===== src/rtl/multicycle_ctrl_if.sv =====
// Memory request/ready handshake between the
// multicycle controller and the memory port.
interface multicycle_ctrl_if;
  logic mem_read_o;
  logic mem_write_o;
  logic mem_ready_i;

  modport master (
    output mem_read_o,
    output mem_write_o,
    input  mem_ready_i
  );

  modport slave (
    input  mem_read_o,
    input  mem_write_o,
    output mem_ready_i
  );
endinterface


===== src/rtl/multicycle_ctrl.sv =====
// Multicycle RV32 subset control FSM:
// FETCH/DECODE/EXEC/MEM/WB with class register.
module multicycle_ctrl (
  input  logic        clk_i,
  input  logic        rst_i,
  input  logic [31:0] instr_i,
  input  logic        zero_i,
  multicycle_ctrl_if.master mem_bus,
  output logic        pc_write_o,
  output logic [1:0]  pc_src_o,
  output logic        ir_write_o,
  output logic        reg_write_o,
  output logic        alu_src_o,
  output logic [1:0]  alu_op_o,
  output logic [1:0]  wb_sel_o,
  output logic [2:0]  state_o,
  output logic        instr_done_o,
  output logic        illegal_o
);

  typedef enum logic [2:0] {
    FETCH  = 3'd0,
    DECODE = 3'd1,
    EXEC   = 3'd2,
    MEM    = 3'd3,
    WB     = 3'd4
  } state_e;

  typedef enum logic [2:0] {
    C_R, C_IALU, C_LW, C_SW,
    C_BR, C_JAL, C_JALR
  } cls_e;

  state_e     state_q;
  cls_e       class_q;
  cls_e       class_d;
  logic       legal;
  logic [6:0] op;
  logic [2:0] f3;
  logic       rdy;
  logic       mem_rd;
  logic       mem_wr;
  logic       unused_bits;

  assign op  = instr_i[6:0];
  assign f3  = instr_i[14:12];
  assign rdy = mem_bus.mem_ready_i;
  assign unused_bits =
    ^{instr_i[31:15], instr_i[11:7]};

  always_comb begin
    legal   = 1'b1;
    class_d = C_R;
    unique case (1'b1)
      (op == 7'b0110011): class_d = C_R;
      (op == 7'b0010011): class_d = C_IALU;
      (op == 7'b0000011 && f3 == 3'b010):
        class_d = C_LW;
      (op == 7'b0100011 && f3 == 3'b010):
        class_d = C_SW;
      (op == 7'b1100011 && f3[2:1] == 2'b00):
        class_d = C_BR;
      (op == 7'b1101111): class_d = C_JAL;
      (op == 7'b1100111 && f3 == 3'b000):
        class_d = C_JALR;
      default: legal = 1'b0;
    endcase
  end

  always_ff @(posedge clk_i or negedge rst_i) begin
    if (!rst_i) begin
      state_q <= FETCH;
      class_q <= C_R;
    end else begin
      unique case (state_q)
        FETCH:
          if (rdy) state_q <= DECODE;
        DECODE:
          if (legal) begin
            class_q <= class_d;
            state_q <= EXEC;
          end else begin
            state_q <= FETCH;
          end
        EXEC:
          unique case (class_q)
            C_BR:        state_q <= FETCH;
            C_LW, C_SW:  state_q <= MEM;
            default:     state_q <= WB;
          endcase
        MEM:
          if (rdy)
            state_q <= (class_q == C_LW) ? WB : FETCH;
        default: state_q <= FETCH;
      endcase
    end
  end

  // Outputs are gated by reset so assertion clears them without an edge
  always_comb begin
    pc_write_o   = 1'b0;
    pc_src_o     = 2'd0;
    ir_write_o   = 1'b0;
    mem_rd       = 1'b0;
    mem_wr       = 1'b0;
    reg_write_o  = 1'b0;
    alu_src_o    = 1'b0;
    alu_op_o     = 2'b00;
    wb_sel_o     = 2'd0;
    instr_done_o = 1'b0;
    illegal_o    = 1'b0;
    state_o      = 3'd0;
    if (rst_i) begin
      state_o = state_q;
      unique case (state_q)
        FETCH: begin
          mem_rd     = 1'b1;
          ir_write_o = rdy;
        end
        DECODE:
          if (!legal) begin
            illegal_o  = 1'b1;
            pc_write_o = 1'b1;
          end
        EXEC:
          unique case (class_q)
            C_R:    alu_op_o = 2'b10;
            C_IALU: begin
              alu_op_o  = 2'b11;
              alu_src_o = 1'b1;
            end
            C_LW, C_SW: begin
              alu_op_o  = 2'b00;
              alu_src_o = 1'b1;
            end
            C_BR: begin
              alu_op_o     = 2'b01;
              pc_write_o   = 1'b1;
              instr_done_o = 1'b1;
              pc_src_o     = (zero_i ^ f3[0]) ? 2'd1 : 2'd0;
            end
            default: ;
          endcase
        MEM:
          if (class_q == C_LW) begin
            mem_rd = 1'b1;
          end else begin
            mem_wr       = 1'b1;
            pc_write_o   = rdy;
            instr_done_o = rdy;
          end
        WB: begin
          reg_write_o  = 1'b1;
          pc_write_o   = 1'b1;
          instr_done_o = 1'b1;
          unique case (class_q)
            C_LW:   wb_sel_o = 2'd1;
            C_JAL: begin
              wb_sel_o = 2'd2;
              pc_src_o = 2'd1;
            end
            C_JALR: begin
              wb_sel_o = 2'd2;
              pc_src_o = 2'd2;
            end
            default: ;
          endcase
        end
        default: ;
      endcase
    end
  end

  assign mem_bus.mem_read_o  = mem_rd;
  assign mem_bus.mem_write_o = mem_wr;

endmodule


===== src/flat_wrapper.sv =====
// flat-port wrapper written by rule: the top's interface ports become plain ports
module multicycle_ctrl_flat 
  (clk_i, rst_i, instr_i, zero_i, pc_write_o, pc_src_o, ir_write_o, reg_write_o, alu_src_o, alu_op_o, wb_sel_o, state_o, instr_done_o, illegal_o, mem_bus_mem_read_o, mem_bus_mem_write_o, mem_bus_mem_ready_i);
  multicycle_ctrl_if mem_bus_i ();
  input  logic clk_i;
  input  logic rst_i;
  input  logic [31:0] instr_i;
  input  logic zero_i;
  output logic pc_write_o;
  output logic [1:0] pc_src_o;
  output logic ir_write_o;
  output logic reg_write_o;
  output logic alu_src_o;
  output logic [1:0] alu_op_o;
  output logic [1:0] wb_sel_o;
  output logic [2:0] state_o;
  output logic instr_done_o;
  output logic illegal_o;
  output wire logic [$bits(mem_bus_i.mem_read_o)-1:0] mem_bus_mem_read_o;
  output wire logic [$bits(mem_bus_i.mem_write_o)-1:0] mem_bus_mem_write_o;
  input wire logic [$bits(mem_bus_i.mem_ready_i)-1:0] mem_bus_mem_ready_i;
  assign mem_bus_mem_read_o = mem_bus_i.mem_read_o;
  assign mem_bus_mem_write_o = mem_bus_i.mem_write_o;
  assign mem_bus_i.mem_ready_i = mem_bus_mem_ready_i;
  multicycle_ctrl u_core (.clk_i(clk_i), .rst_i(rst_i), .instr_i(instr_i), .zero_i(zero_i), .mem_bus(mem_bus_i), .pc_write_o(pc_write_o), .pc_src_o(pc_src_o), .ir_write_o(ir_write_o), .reg_write_o(reg_write_o), .alu_src_o(alu_src_o), .alu_op_o(alu_op_o), .wb_sel_o(wb_sel_o), .state_o(state_o), .instr_done_o(instr_done_o), .illegal_o(illegal_o));
endmodule

===== config.mk =====
export PLATFORM = sky130hd
export DESIGN_NAME = multicycle_ctrl_flat
export DESIGN_NICKNAME = d
export VERILOG_FILES = /design/src/rtl/multicycle_ctrl_if.sv /design/src/rtl/multicycle_ctrl.sv /design/src/flat_wrapper.sv
export SDC_FILE = /design/constraint.sdc
export NUM_CORES = 1
export LEC_CHECK = 0
export ABC_AREA = 1
export CORE_UTILIZATION = 35
export DETAILED_ROUTE_END_ITERATION = 8
export PLACE_DENSITY = 0.87
export SLEW_MARGIN = 20
export SYNTH_ARGS = -nofsm -noshare
export SYNTH_HDL_FRONTEND = slang
export SYNTH_SLANG_ARGS = --single-unit

===== constraint.sdc =====
create_clock -name clk_i -period 3.4 [get_ports clk_i]
set_input_delay 0.34 -clock clk_i [delete_from_list [all_inputs] [get_ports clk_i]]
set_output_delay 0.34 -clock clk_i [all_outputs]
set_load 0.02 [all_outputs]

### Yosys cells after proc, flatten, opt, wreduce, memory -nomap -nowiden

Index checks and enable logic that the tools add are counted.

* bits in writable memories: 0
* bits in latches: 0
* memory bits (read-only): 0
* output and inout port bits: 17
* register bits: 6
* input bits: 36
* memories: 0

* bitwise operators: 1
* mux-type cells: 42
* equality and inequality tests: 20
* $add $sub $neg: 0
* reductions and logical operators: 14
* multipliers: 0
* shift-type cells: 0
* div/mod/pow operators: 0
* magnitude comparators: 0

Operators with widths (number)
* equality test 7 bit (second input constant): 3
* two-way mux 1 bit: 21
* case mux 3 bit (6 select lines): 1
* equality test 3 x 2 -> 1 bit (second input constant): 5
* equality test 7 x 6 -> 1 bit (second input constant): 2
* two-way mux 2 bit: 7
* equality test 3 bit (second input constant): 4
* two-way mux 3 bit: 4
* case mux 2 bit (2 select lines): 3
* case mux 3 bit (4 select lines): 1
* zero test 3 bit: 3
* equality test 7 x 2 -> 1 bit (second input constant): 1
* equality test 7 x 5 -> 1 bit (second input constant): 1
* OR reduction 7 bit: 1
* equality test 3 x 1 -> 1 bit (second input constant): 2
* case mux 2 bit (3 select lines): 1
* case mux 3 bit (2 select lines): 1
* logical AND 1 bit: 4
* inequality test 2 bit (second input constant): 2
* case mux 1 bit (4 select lines): 1
* AND reduction 2 bit: 2
* OR reduction 2 bit: 2
* case mux 1 bit (3 select lines): 1
* OR reduction 3 bit: 1
* other kinds (3): 3

### Longest topological paths before layout

* depth after elaboration: 7
* mapped depth: 9

### Worst setup path before layout

No wires, ideal clock.

* path type: reg2out
* start: register u_core.state_q[1]
* end: output wb_sel_o[1]
* arrival time: 1442 ps
* slack: 1618 ps
* stages on the path, launching flop included: 7
* cells stage by stage: dfrtp_1 > nor2_2 > inv_1 > nor2_2 > nand2_1 > nor3_2 > a21o_1

* longest elaborated chain between the ends: 3

RTL lines
* start, declared: line multicycle_ctrl.sv:34 `state_e state_q;`
* start signal, assigned: line multicycle_ctrl.sv:93 `state_q <= (class_q == C_LW) ? WB : FETCH;`
* equality test 3 bit: line multicycle_ctrl.sv:115 `unique case (state_q)`
* two-way mux 2 bit: line multicycle_ctrl.sv:115
* two-way mux 2 bit: line multicycle_ctrl.sv:113 `if (rst_i) begin`
* end, declared: line flat_wrapper.sv:15 `output logic [1:0] wb_sel_o;`

No other way between the ends.

### Worst setup path after layout

* start: input rst_i
* end: output alu_op_o[0]

* longest elaborated chain between the ends: 1

RTL lines
* start, declared: line flat_wrapper.sv:6 `input logic rst_i;`
* two-way mux 2 bit: line multicycle_ctrl.sv:113
* end, declared: line flat_wrapper.sv:14 `output logic [1:0] alu_op_o;`

No other way between the ends.

==> summary.txt <==
Floorplanning
  • Initial Util: 38.44%
  • Top Ports: 53
  • Die Y: 46.02 um
  • # rows: 15
  • DIE WIDTH: 46.02 um
  • Die Area: 2117 sq um
  • Core Area: 1764 sq um

Placed design
  • Dpl ws: 0.7617 ns
  • GP Congestion: 0.8383
  • Placed cells: 166
  • Buffers on Ports: 30
  • DP Wirelength: 1.364 mm

STA
  • Final Cycle Share: 77.11%
  • Min cycle time layout: 2.622 ns
  • Slew headroom: 72.04%
  • Skew final: 0.001635 ns
  • Fin. max-slew vios: 0
  • Final-report hold violation count: 0
  • Setup violations, final: 0
  • Final setup margin: 0.7783 ns
  • Slew @ Worst Pin: 0.4172 ns
  • Setup TNS: 0 ns
  • Unrepaired setup endpoints after global routing: false
  • Peak Freq: 381.4 MHz

Detailed routing
  • WL per Instance: 9.379 um
  • Residual DRC: 0
  • Vias after detailed routing: 785
  • First drt pass iteration count: 4
  • Avg Vias per Cell: 4.645
  • DRT iter0 DRCs: 18
  • Antenna viol nets, final: 0
  • Final wirelength: 1.585 mm

Synth
  • Synthesized net count: 147
  • Post-synthesis cell type count: 24
  • Top cell type by total area after synthesis: dfrtp_1
  • Sequential cell area fraction in the yosys report: 22.14%
  • Seq cells post-synth: 6
  • Synth top area cells: dfrtp_1, nor2_1, inv_1, nand2_1, nor2_2
  • Syn Std Cell Area: 678.2 sq um
  • Post-synth EDFFs: 0
  • Yosys Warn Count: 0
  • Synth Flop Type: dfrtp_1
  • Asr flop ratio synth: 100.0%
  • Area share of the largest cell type after synthesis: 22.14%
  • Synth Instances: 111
  • Syn Area/Cell: 6.109 sq um

Power
  • Power Dens Cells: 307.2 nW/um^2
  • Lkg Pwr: 0.4931 nW
  • Max IR drop VDD: 0.1646 mV

Global route
  • Vias in the first global route: 704
  • Initial antenna violation count: 0
  • First-pass GRT wire length: 2.684 mm
  • Gr usage total: 17.89%
  • Total grt overflow: 0
  • Largest net degree at the start of global routing: 10

Layout
  • Syn-to-layout area delta: 52.21%
  • Final Util: 58.51%
  • Filler cells: 182
  • ANT cells: 0
  • Layout cell share with drive strength beyond 1: 16.67%
  • Total Nets Final: 182
  • Finished Layout Cells: 169

Critical path
  • Worst Setup End Kind: output port
  • CP Launch Type: primary input
  • Critical Path RT: 3.06 ns
  • Worst EP arrival: 2.28 ns
  • Max Fanout on Critical Path: 9
  • Worst Setup Path Type: in2out

Clock tree
  • Htree depth: 1
  • CTS sink cnt: 6
  • Post-CTS Hold Buffers: 0
  • CTS Buf Count: 3
  • Clock Latency Late Sink: 0.24 ns
  • Root buf cell: clkbuf_4
  • Post-cts sizing count: 0
  • CTS tree: yes
  • CTS clk-pin slew, worst paths: 0.05 ns
  • Setup Fix Bufs, Post-CTS: 0
  • Clk buf depth: 2

Job
  • Maxcap violations: 0

Run status
  • Status: complete, no violations

Hold path
  • Hold Crit Class: in2async
==> cell type report <==
type	instances	area, sq um	area share [%]
clock buffers	3	22.52	2.182
inverters	21	78.83	7.636
multi-input cells	83	441.7	42.79
flip-flops and latches	6	150.1	14.55
well taps	25	31.28	3.030
repair buffers	31	307.8	29.82
==> worst max-delay path: stages <==
cell and delay [ns]:
clkdlybuf4s50_1 0.69, buf_4 0.22, inv_1 0.10, o32ai_1 0.28, clkdlybuf4s50_1 0.65
==> kinds of logic after synthesis <==
logic type             Yosys count  synth area share, %
AO/OA/AOI/OAI                   11                9.780
XOR/XNOR                         1                1.292
buffers and inverters           22                12.73
flip-flops                       6                22.14
AND/OR/NAND/NOR                 71                54.06
==> final timing paths <==
path	start	slack [ns]	end	cells after the start
setup / recovery	rst_i	0.78	alu_op_o[0]	5
hold / removal	rst_i	0.38	u_core.state_q[0]	1
setup reg to reg	u_core.state_q[1]	2.14	u_core.state_q[0]	6
hold reg to reg	u_core.class_q[2]	0.53	u_core.class_q[2]	2
max in group asynchronous	rst_i	2.61	u_core.class_q[2]	2
min in group clk_i	u_core.class_q[2]	0.53	u_core.class_q[2]	2
==> through the flow <==
step | cell area [sq um] | power, mW | hold slack [ns]
after floorplan | 678.2 | 0.1870 | 0.04441
after global placement | 1010 | 0.2491 | 0.5139
after detailed placement | 1010 | 0.2537 | 0.5170
after CTS | 1032 | 0.3213 | 0.3795
after global routing | 1032 | 0.3405 | 0.3907
final | 1032 | 0.3171 | 0.3826
==> sequential cells by signal (all words and copies together), names as in the netlist <==
| name | cells |
|---|---|
| u_core.state_q | 3 |
| u_core.class_q | 3 |
==> synthesized netlist by cell type (2+ instances only) <==
library cell / number
inv_2: 2
dfrtp_1: 6
nand3_1: 7
nand2_2: 2
nand3_2: 2
nor2_2: 9
nor3_1: 3
nand2_1: 19
nand3b_1: 3
inv_1: 19
nor2_1: 21
o21ai_1: 4
nor3_2: 2
o21ai_0: 2
==> where the power goes <==
group | leakage [nW] | switching (mW) | internal [mW] | total [mW]
Sequential | 0.0817 | 0.00979 | 0.0800 | 0.0898
Clock | 0.0138 | 0.0252 | 0.0399 | 0.0651
Combinational | 0.398 | 0.0941 | 0.0681 | 0.162
Total | 0.493 | 0.129 | 0.188 | 0.317
==> cell usage in the layout (no fill, tap or decap), drive strengths merged <==
cell            n
clkdlybuf4s50  30
nor2           30
nand2          22
inv            21
nand3          10
o21ai           7
dfrtp           6
nor3            5
nand3b          3
clkbuf          3
o32ai           1
xor2            1
a21oi           1
nand4           1
a21o            1
a31oi           1
buf             1
==> layer usage <==
metal  track usage (%)  up-vias  routed length, um
met1             19.38      336                661
met5                 0        -                  0
met2             32.68       30                819
li1                  -      417                  -
met4             10.59        0                 12
met3             1.984        2                 91
Power figures use the tool's default switching activity.
